**src/rtl/rv32i_pkg.sv**
```systemverilog
// Shared encodings for the RV32I multicycle control path: ALU ops, opcodes, write-back/PC selects, FSM states.
// Pure declarations; no timing or flow-control behaviour of its own.
package rv32i_pkg;

    typedef enum logic [3:0] {
        ALU_ADD    = 4'd0,
        ALU_SUB    = 4'd1,
        ALU_SLL    = 4'd2,
        ALU_SLT    = 4'd3,
        ALU_SLTU   = 4'd4,
        ALU_XOR    = 4'd5,
        ALU_SRL    = 4'd6,
        ALU_SRA    = 4'd7,
        ALU_OR     = 4'd8,
        ALU_AND    = 4'd9,
        ALU_PASS_B = 4'd10
    } alu_op_e;

    localparam logic [6:0] OPC_LUI    = 7'b0110111;
    localparam logic [6:0] OPC_AUIPC  = 7'b0010111;
    localparam logic [6:0] OPC_JAL    = 7'b1101111;
    localparam logic [6:0] OPC_JALR   = 7'b1100111;
    localparam logic [6:0] OPC_BRANCH = 7'b1100011;
    localparam logic [6:0] OPC_LOAD   = 7'b0000011;
    localparam logic [6:0] OPC_STORE  = 7'b0100011;
    localparam logic [6:0] OPC_OPIMM  = 7'b0010011;
    localparam logic [6:0] OPC_OP     = 7'b0110011;
    localparam logic [6:0] OPC_FENCE  = 7'b0001111;
    localparam logic [6:0] OPC_SYSTEM = 7'b1110011;

    typedef enum logic [1:0] {
        WB_ALU = 2'd0,
        WB_MEM = 2'd1,
        WB_PC4 = 2'd2
    } wb_sel_e;

    typedef enum logic [1:0] {
        PC_PLUS4     = 2'd0,
        PC_ALU       = 2'd1,
        PC_ALU_ALIGN = 2'd2
    } pc_sel_e;

    typedef enum logic [2:0] {
        ST_IDLE   = 3'd0,
        ST_FETCH  = 3'd1,
        ST_DECODE = 3'd2,
        ST_EXEC   = 3'd3,
        ST_MEM    = 3'd4,
        ST_WB     = 3'd5,
        ST_TRAP   = 3'd6
    } state_e;

    typedef enum logic [3:0] {
        CL_R      = 4'd0,
        CL_OPIMM  = 4'd1,
        CL_LUI    = 4'd2,
        CL_AUIPC  = 4'd3,
        CL_JAL    = 4'd4,
        CL_JALR   = 4'd5,
        CL_BRANCH = 4'd6,
        CL_LOAD   = 4'd7,
        CL_STORE  = 4'd8,
        CL_FENCE  = 4'd9,
        CL_SYS    = 4'd10,
        CL_BAD    = 4'd11
    } cls_e;

    // alt selects SUB/SRA; callers only set it where the encoding allows it.
    function automatic alu_op_e alu_from_f3(input logic [2:0] f3, input logic alt);
        alu_op_e op;
        case (f3)
            3'b000:  op = alt ? ALU_SUB : ALU_ADD;
            3'b001:  op = ALU_SLL;
            3'b010:  op = ALU_SLT;
            3'b011:  op = ALU_SLTU;
            3'b100:  op = ALU_XOR;
            3'b101:  op = alt ? ALU_SRA : ALU_SRL;
            3'b110:  op = ALU_OR;
            default: op = ALU_AND;
        endcase
        return op;
    endfunction

endpackage

```
**src/rtl/multicycle_ctrl_imm_gen.sv**
```systemverilog
// Immediate extractor: sign-extended I/S/B/U/J immediate selected by opcode.
// Purely combinational, zero latency; no handshake.
module imm_gen
    import rv32i_pkg::*;
(
    input  logic [31:0] instr,
    output logic [31:0] imm
);

    logic [6:0] w_opc;
    assign w_opc = instr[6:0];

    always_comb begin
        imm = {{20{instr[31]}}, instr[31:20]};
        case (w_opc)
            OPC_STORE:        imm = {{20{instr[31]}}, instr[31:25], instr[11:7]};
            OPC_BRANCH:       imm = {{19{instr[31]}}, instr[31], instr[7], instr[30:25],
                                     instr[11:8], 1'b0};
            OPC_LUI,
            OPC_AUIPC:        imm = {instr[31:12], 12'h000};
            OPC_JAL:          imm = {{11{instr[31]}}, instr[31], instr[19:12], instr[20],
                                     instr[30:21], 1'b0};
            OPC_OP:           imm = 32'h0000_0000;
            default:          imm = {{20{instr[31]}}, instr[31:20]};
        endcase
    end

endmodule

```
**src/rtl/multicycle_ctrl.sv**
```systemverilog
// Moore sequencer for the RV32I multicycle datapath: FETCH/DECODE/EXEC[/MEM]/WB per instruction.
// 4 cycles per non-memory instruction, 5 for loads/stores with zero-wait acks; stalls indefinitely on instr_ack/mem_ack.
module multicycle_ctrl
    import rv32i_pkg::*;
#(
    parameter logic [1:0] RESET_PC_SEL   = 2'd0,
    parameter bit         TRAP_ON_SYSTEM = 1'b1
) (
    input  logic        clk,
    input  logic        rst_n,
    output logic        instr_req,
    input  logic        instr_ack,
    input  logic [31:0] instr,
    output logic        mem_req,
    output logic        mem_we,
    input  logic        mem_ack,
    input  logic        br_cond,
    output logic [3:0]  alu_sel,
    output logic        mux_A_sel,
    output logic        mux_B_sel,
    output logic [31:0] imm_out,
    output logic        rf_we,
    output logic [1:0]  wb_sel,
    output logic        pc_we,
    output logic [1:0]  pc_sel,
    output logic        illegal,
    output logic [2:0]  state_dbg
);

    state_e      r_state;
    state_e      w_next;
    logic [31:0] r_instr;
    logic [31:0] r_imm;
    cls_e        r_cls;
    logic        r_taken;

    logic [31:0] w_imm;
    cls_e        w_cls;
    logic        w_trap;
    alu_op_e     w_alu;
    logic        w_mux_a;
    logic        w_mux_b;
    logic        w_rd_write;

    logic [6:0]  w_opc;
    logic [2:0]  w_f3;
    logic [6:0]  w_f7;
    assign w_opc = r_instr[6:0];
    assign w_f3  = r_instr[14:12];
    assign w_f7  = r_instr[31:25];

    imm_gen u_imm_gen (
        .instr (r_instr),
        .imm   (w_imm)
    );

    // Classification doubles as the legality check: anything not matched stays CL_BAD.
    always_comb begin
        w_cls = CL_BAD;
        case (w_opc)
            OPC_OP:
                if (w_f7 == 7'h00 || (w_f7 == 7'h20 && (w_f3 == 3'b000 || w_f3 == 3'b101)))
                    w_cls = CL_R;
            OPC_OPIMM:
                if (w_f3 == 3'b001) begin
                    if (w_f7 == 7'h00) w_cls = CL_OPIMM;
                end else if (w_f3 == 3'b101) begin
                    if (w_f7 == 7'h00 || w_f7 == 7'h20) w_cls = CL_OPIMM;
                end else begin
                    w_cls = CL_OPIMM;
                end
            OPC_LUI:    w_cls = CL_LUI;
            OPC_AUIPC:  w_cls = CL_AUIPC;
            OPC_JAL:    w_cls = CL_JAL;
            OPC_JALR:   if (w_f3 == 3'b000) w_cls = CL_JALR;
            OPC_BRANCH: if (w_f3 != 3'b010 && w_f3 != 3'b011) w_cls = CL_BRANCH;
            OPC_LOAD:   if (w_f3 != 3'b011 && w_f3 != 3'b110 && w_f3 != 3'b111) w_cls = CL_LOAD;
            OPC_STORE:  if (w_f3 <= 3'b010) w_cls = CL_STORE;
            OPC_FENCE:  if (w_f3 == 3'b000) w_cls = CL_FENCE;
            OPC_SYSTEM:
                if (r_instr[31:7] == 25'h000_0000 || r_instr[31:7] == 25'h000_2000)
                    w_cls = CL_SYS;
            default:    w_cls = CL_BAD;
        endcase
    end

    assign w_trap = (w_cls == CL_BAD) || (w_cls == CL_SYS && TRAP_ON_SYSTEM);

    always_comb begin
        w_alu   = ALU_ADD;
        w_mux_a = 1'b0;
        w_mux_b = 1'b0;
        case (r_cls)
            CL_R:      w_alu = alu_from_f3(w_f3, r_instr[30]);
            CL_OPIMM: begin
                w_alu   = alu_from_f3(w_f3, (w_f3 == 3'b101) && r_instr[30]);
                w_mux_b = 1'b1;
            end
            CL_LUI: begin
                w_alu   = ALU_PASS_B;
                w_mux_b = 1'b1;
            end
            CL_AUIPC, CL_JAL, CL_BRANCH: begin
                w_mux_a = 1'b1;
                w_mux_b = 1'b1;
            end
            CL_JALR, CL_LOAD, CL_STORE: w_mux_b = 1'b1;
            default: ;
        endcase
    end

    assign w_rd_write = (r_instr[11:7] != 5'd0) &&
                        (r_cls == CL_R || r_cls == CL_OPIMM || r_cls == CL_LUI ||
                         r_cls == CL_AUIPC || r_cls == CL_LOAD || r_cls == CL_JAL ||
                         r_cls == CL_JALR);

    always_ff @(posedge clk or negedge rst_n) begin
        if (!rst_n) begin
            r_state <= ST_IDLE;
            r_instr <= 32'h0000_0000;
            r_imm   <= 32'h0000_0000;
            r_cls   <= CL_FENCE;
            r_taken <= 1'b0;
        end else begin
            r_state <= w_next;
            if (r_state == ST_FETCH && instr_ack) r_instr <= instr;
            if (r_state == ST_DECODE) begin
                r_imm <= w_imm;
                r_cls <= w_cls;
            end
            if (r_state == ST_EXEC) r_taken <= br_cond;
        end
    end

    always_comb begin
        w_next    = r_state;
        instr_req = 1'b0;
        mem_req   = 1'b0;
        mem_we    = 1'b0;
        alu_sel   = ALU_ADD;
        mux_A_sel = 1'b0;
        mux_B_sel = 1'b0;
        imm_out   = r_imm;
        rf_we     = 1'b0;
        wb_sel    = WB_ALU;
        pc_we     = 1'b0;
        pc_sel    = PC_PLUS4;
        illegal   = 1'b0;

        // ALU controls stay up through MEM/WB since the datapath result register is loaded in EXEC.
        if (r_state == ST_EXEC || r_state == ST_MEM || r_state == ST_WB) begin
            alu_sel   = w_alu;
            mux_A_sel = w_mux_a;
            mux_B_sel = w_mux_b;
        end

        case (r_state)
            ST_IDLE: begin
                pc_sel = RESET_PC_SEL;
                w_next = ST_FETCH;
            end
            ST_FETCH: begin
                instr_req = 1'b1;
                if (instr_ack) w_next = ST_DECODE;
            end
            ST_DECODE: w_next = w_trap ? ST_TRAP : ST_EXEC;
            ST_EXEC:   w_next = (r_cls == CL_LOAD || r_cls == CL_STORE) ? ST_MEM : ST_WB;
            ST_MEM: begin
                mem_req = 1'b1;
                mem_we  = (r_cls == CL_STORE);
                if (mem_ack) w_next = ST_WB;
            end
            ST_WB: begin
                pc_we  = 1'b1;
                rf_we  = w_rd_write;
                if (r_cls == CL_LOAD)                         wb_sel = WB_MEM;
                else if (r_cls == CL_JAL || r_cls == CL_JALR) wb_sel = WB_PC4;
                if (r_cls == CL_JAL || (r_cls == CL_BRANCH && r_taken)) pc_sel = PC_ALU;
                else if (r_cls == CL_JALR)                              pc_sel = PC_ALU_ALIGN;
                w_next = ST_FETCH;
            end
            ST_TRAP: begin
                illegal = 1'b1;
                imm_out = 32'h0000_0000;
            end
            default: w_next = ST_IDLE;
        endcase
    end

    assign state_dbg = r_state;

endmodule

```
**config.mk**
```make
export PLATFORM = sky130hd
export DESIGN_NAME = multicycle_ctrl
export DESIGN_NICKNAME = d
export VERILOG_FILES = /design/src/rtl/rv32i_pkg.sv /design/src/rtl/multicycle_ctrl_imm_gen.sv /design/src/rtl/multicycle_ctrl.sv
export SDC_FILE = /design/constraint.sdc
export NUM_CORES = 1
export LEC_CHECK = 0
export ABC_AREA = 0
export CORE_AREA = 2 2 117 119
export CTS_BUF_LIST = sky130_fd_sc_hd__clkbuf_4
export DETAILED_ROUTE_END_ITERATION = 8
export DIE_AREA = 0 0 119 121
export PLACE_DENSITY_LB_ADDON = 0.05
export SKIP_CTS_REPAIR_TIMING = 1
export SYNTH_ARGS = -nofsm -noshare
export SYNTH_HDL_FRONTEND = slang
export SYNTH_SLANG_ARGS = --single-unit
```
**constraint.sdc**
```tcl
create_clock -name clk -period 2.6 [get_ports clk]
set_input_delay 0.65 -clock clk [delete_from_list [all_inputs] [get_ports clk]]
set_output_delay 0.65 -clock clk [all_outputs]
set_load 0.1 [all_outputs]
```
After elaboration in Yosys (flattened, before gate mapping)
Cells that the tools add are included. Widths: inputs -> output; s select.

Flip-flop bits (word level): 72. Latch bits: 0. RAM bits: 0. ROM bits: 0. Input bits: 37. Word-level logic and storage cells: 126. Memories kept: 0.

$add $sub $neg: 0. $mul: 0. Divide/modulo/power cells: 0. Magnitude comparators: 1. Eq/ne operators: 41. Shift-type cells: 0. Muxes and demuxes: 43. Bitwise gates (word level): 1. Reductions and logical operators: 35.

Operator list (count): $pmux 32 s5 (1); $pmux 4 s7 (2); $pmux 4 s11 (1); $mux 4 (9); $mux 32 (1); $eq 7x6->1 const B (4); $eq 7x7->1 const B (4); $eq 25x14->1 const B (1); $logic_not 25->1 (1); $eq 3x3->1 const B (6); $pmux 3 s6 (1); $eq 4x3->1 const B (4); $logic_or 1x1->1 (16); $mux 1 (16); $mux 2 (8); $eq 7x5->1 const B (2); $eq 3x2->1 const B (4); $eq 4x4->1 const B (3); $pmux 4 s3 (1); $mux 3 (3); $eq 4x2->1 const B (2); $logic_and 1x1->1 (8); $reduce_or 8->1 (1); $eq 7x2->1 const B (1); 15 further kinds (21).

Longest topological paths before layout
Depth in word-level cells: 10. Mapped depth: 7.

Modules after synthesis
Synthesis repeated with hierarchy kept, for this count alone.

Cells, all modules: 469. Area total of the unflattened synthesis: 4281.6 um2.

Modules (own cells, without submodules): multicycle_ctrl (times used 1, cells an instance 395, area an instance 3731.1 um2); imm_gen (times used 1, cells an instance 74, area an instance 550.5 um2).

Least setup slack after synthesis
No wires, ideal clock.

Path kind: register -> output. Start point: reg r_state[0], in the netlist state_dbg[0]. End point: out alu_sel[0]. Arrival: 4702 ps. Data required time: 1950 ps. Path slack: -2752 ps. Stages on the path, launching flop included: 6. Buffers on the path: 0. Cell sequence: dfrtp_1 > nor2b_1 > a21oi_1 > nor3_1 > nand2b_1 > nor4_1.

Longest elaborated chain between the ends: 4. Elaborated cells on any way between the ends: 6. Classes of those cells: 3 x eq/ne; 1 x mux; 2 x reduce/logical.

RTL lines: from (decl) (line multicycle_ctrl.sv:30) `state_e r_state;`; from (signal assigned) (line multicycle_ctrl.sv:125) `r_state <= w_next;`; $eq 3x2->1 or $eq 3x3->1 (tied branches) (line multicycle_ctrl.sv:151) `if (r_state == ST_EXEC || r_state == ST_MEM || r_state == ST_WB) begin`; $logic_or 1x1->1 (line multicycle_ctrl.sv:151); $logic_or 1x1->1 (*) (line multicycle_ctrl.sv:151); $mux 4 (*) (line multicycle_ctrl.sv:151); to (decl) (line multicycle_ctrl.sv:18) `output logic [3:0] alu_sel,`.

Mark *: on every way between the ends. The rest lies on a longest branch, timed or not.

Worst setup path after layout
Start point: reg r_state[1], in the netlist state_dbg[1]. End point: out pc_sel[0].

Longest elaborated chain between the ends: 2.

RTL lines: $eq 3x3->1 (line multicycle_ctrl.sv:157) `case (r_state)`; $mux 2 (line multicycle_ctrl.sv:157); to (decl) (line multicycle_ctrl.sv:25) `output logic [1:0] pc_sel,`.

Every way passes these cells.

==> impl_metrics.csv <==
group,metric,value,unit
outcome,outcome,"finished, violations left",
outcome,violated_checks,"negative setup slack",
synthesis,number_of_enable_type_register_cells_in_the_synthesized_netlist,0,
critical_path,setup.worst_path.end_class,"output pin",
synthesis,synth_ff_type,"sky130_fd_sc_hd__dfrtp_1",
global_routing,first_pass_grt_wire_length,17.7,mm
synthesis,yosysWarnings,0,
routing,wl,10.9,mm
clocking,clk_pin_slew_worst_paths,0.12,ns
synthesis,fraction_of_registers_with_async_set_reset,1.00,
critical_path,r2r_setup_slack,0.32,ns
floorplan,die_x,119,um
clocking,clock_tree.htree_level_count,3,
synthesis,synth_fp_nets,415,
flow_run,cap_violations,0,
sta,fmax,0.368,GHz
floorplan,floorplan.die.height,121,um
floorplan,number_of_rows_created_at_floorplan,42,
sta,rsz0062_at_grt,"true",
routing,drc,0,
finish,layout.cells.most_common_list,"sky130_fd_sc_hd__dfrtp_1 (65), sky130_fd_sc_hd__buf_12 (50), sky130_fd_sc_hd__clkdlybuf4s50_1 (35)",
floorplan,initial_core_util,0.293,
synthesis,synth_cell_types,61,
sta,slew_headroom,0.528,
finish,drive_above_1_share,0.350,
sta,post-route-min-period,2.72,ns
critical_path,crit_type,"reg2out",
global_routing,number_of_antenna_violations_at_the_first_check_in_global_routing,0,
sta,timing_max_transition_violations_final,0,
routing,detailedRoute.firstIterationViolations,147,
finish,commonest_non_fill_non_tap_cell_in_the_layout,"sky130_fd_sc_hd__dfrtp_1",
sta,fin_worst_hold_slack,0.207,ns
clocking,clk_root_buffer_cell,"sky130_fd_sc_hd__clkbuf_4",
finish,final_core_util,0.445,
synthesis,seq_area_frac_synth,0.471,
sta,skew,0.0196,ns
critical_path,critPathArrivalTime,2.07,ns
routing,routed_length_per_placed_instance,16.8,um
clocking,cts_tree,"done",
clocking,tritoncts_num_sinks,72,
finish,final_non_filler_cells,648,
place,detailedPlacementHpwl,7.75,mm
routing,detailroute.via_count,3183,
floorplan,design.die.area,14400,um^2
synthesis,synth_seq_cells,72,
global_routing,grt_util_all_layers,0.158,
worst_hold_path,holdCritPathClass,"in2async",
place,pre_cts_slack,0.140,ns
routing,vias_cell,4.91,
clocking,clock_insertion_delay_at_the_later_pin_of_the_skew_report,0.44,ns
place,gp_congestion,0.843,
finish,num-fill-cells,1278,
clocking,cts_inserted_buffers,9,
synthesis,post_synth_inst_count,378,
clocking,cts_max_path_buffers,2,
place,number_of_buffers_inserted_by_port_buffering,87,
sta,finalHoldViolations,0,
sta,finalCritPeriodShare,1.04,
place,placed_cells,626,
floorplan,core_area,13100,um^2
sta,timing_worst_slew_pin_value,0.708,ns
critical_path,crit_required,1.95,ns
sta,setup_violations,3,
routing,detail-route-antenna-nets,0,
finish,layout-area-overhead-vs-synth,51.9,%
global_routing,grt_overflow_total,0,
floorplan,pin_count,88,
global_routing,vias_in_the_first_global_route,3157,
global_routing,grt_start_max_net_pins,51,
finish,finalNetCount,504,
routing,drt_pass1_iterations,5,
sta,setup_slack,-0.116,ns
critical_path,cp_max_fo,8,
synthesis,mean_syn_cell_area,10.1,um^2
finish,diodes,0,
synthesis,syn_area,3830,um^2
critical_path,critical_path.startpoint_type,"flip-flop",
final timing paths:
check | from | end | cells after the start
setup / recovery | state_dbg[1]$_DFFE_PN0P_ | pc_sel[0] | 6
hold / removal | rst_n | r_taken$_DFFE_PN0P_ | 1
setup reg to reg | r_instr[3]$_DFFE_PN0P_ | state_dbg[0]$_DFFE_PN0P_ | 5
hold reg to reg | r_imm[11]$_DFFE_PN0P_ | r_imm[11]$_DFFE_PN0P_ | 2
max in group asynchronous | rst_n | r_imm[21]$_DFFE_PN0P_ | 2
min in group clk | r_imm[11]$_DFFE_PN0P_ | r_imm[11]$_DFFE_PN0P_ | 2
through the flow:
step | setup TNS, ns | instance area (um^2)
6_report | -0.248 | 5820
5_1_grt | -4.24 | 5820
4_1_cts | -1.66 | 5690
3_5_place_dp | 0 | 5500
3_3_place_gp | 0 | 5500
2_1_floorplan | -3.80 | 3970
per-layer routing:
layer / vias to the layer above / share of wire / global-route usage
met5: - / 0 / 0
met4: 0 / 0.015 / 0.0558
met3: 12 / 0.049 / 0.0254
met2: 80 / 0.46 / 0.242
met1: 1557 / 0.48 / 0.227
li1: 1534 / - / -
flip-flops by register name (all words and copies together) (netlist names):
register   flops
r_cls          4
r_imm         32
r_instr       32
r_taken        1
state_dbg      3
critical path: stages (launching register included):
cell	delay [ns]
sky130_fd_sc_hd__dfrtp_4	0.54
sky130_fd_sc_hd__nor2b_4	0.17
sky130_fd_sc_hd__and2_4	0.19
sky130_fd_sc_hd__nand3b_1	0.18
sky130_fd_sc_hd__buf_4	0.21
sky130_fd_sc_hd__nor3_4	0.14
sky130_fd_sc_hd__buf_12	0.20
Yosys cell counts (2+ instances only):
master / number / area (um^2)
sky130_fd_sc_hd__dfrtp_1: 70 / 1750
sky130_fd_sc_hd__and2_1: 38 / 238
sky130_fd_sc_hd__nor2_1: 36 / 135
sky130_fd_sc_hd__nand2_1: 32 / 120
sky130_fd_sc_hd__mux2_1: 25 / 282
sky130_fd_sc_hd__a21oi_1: 17 / 85.1
sky130_fd_sc_hd__clkbuf_1: 12 / 45.0
sky130_fd_sc_hd__a22o_1: 10 / 87.6
sky130_fd_sc_hd__buf_2: 10 / 50.1
sky130_fd_sc_hd__nor2b_1: 10 / 62.6
sky130_fd_sc_hd__nor3_1: 10 / 50.1
sky130_fd_sc_hd__a221o_1: 8 / 80.1
sky130_fd_sc_hd__o21ai_0: 8 / 40.0
sky130_fd_sc_hd__mux2_2: 7 / 78.8
sky130_fd_sc_hd__nor4_1: 6 / 37.5
sky130_fd_sc_hd__a21o_1: 5 / 37.5
sky130_fd_sc_hd__a31oi_1: 5 / 31.3
sky130_fd_sc_hd__and3_1: 5 / 31.3
sky130_fd_sc_hd__buf_4: 5 / 37.5
sky130_fd_sc_hd__nand3_1: 5 / 25.0
sky130_fd_sc_hd__inv_1: 3 / 11.3
sky130_fd_sc_hd__nand2b_1: 3 / 18.8
sky130_fd_sc_hd__nand3b_1: 3 / 22.5
sky130_fd_sc_hd__a211oi_2: 2 / 25.0
sky130_fd_sc_hd__dfstp_2: 2 / 52.6
sky130_fd_sc_hd__mux2i_1: 2 / 20.0
sky130_fd_sc_hd__nand4_1: 2 / 12.5
sky130_fd_sc_hd__nor3_2: 2 / 20.0
sky130_fd_sc_hd__nor3b_1: 2 / 15.0
sky130_fd_sc_hd__o22ai_1: 2 / 12.5
layout make-up:
type | count | area [um^2] | area share
Multi-Input combinational cell | 276 | 2080 | 0.357
Sequential cell | 72 | 1820 | 0.312
Timing Repair Buffer | 105 | 1500 | 0.258
Tap cell | 176 | 220 | 0.0378
Clock inverter | 6 | 116 | 0.0200
Clock buffer | 10 | 75.1 | 0.0129
Inverter | 3 | 11.3 | 0.00193
logic make-up (layout without fill, tap and decap cells):
family | after synthesis | in the layout | synth area share
AO/OA/AOI/OAI | 75 | 75 | 0.155
flip-flops | 72 | 72 | 0.471
multiplexers | 34 | 34 | 0.0993
AND/OR/NAND/NOR | 167 | 167 | 0.237
buffers and inverters | 30 | 124 | 0.0376
Power is left out: the tool's default activity adds up to more than one toggle a clock period on the data nets, which glitch-free logic cannot reach.
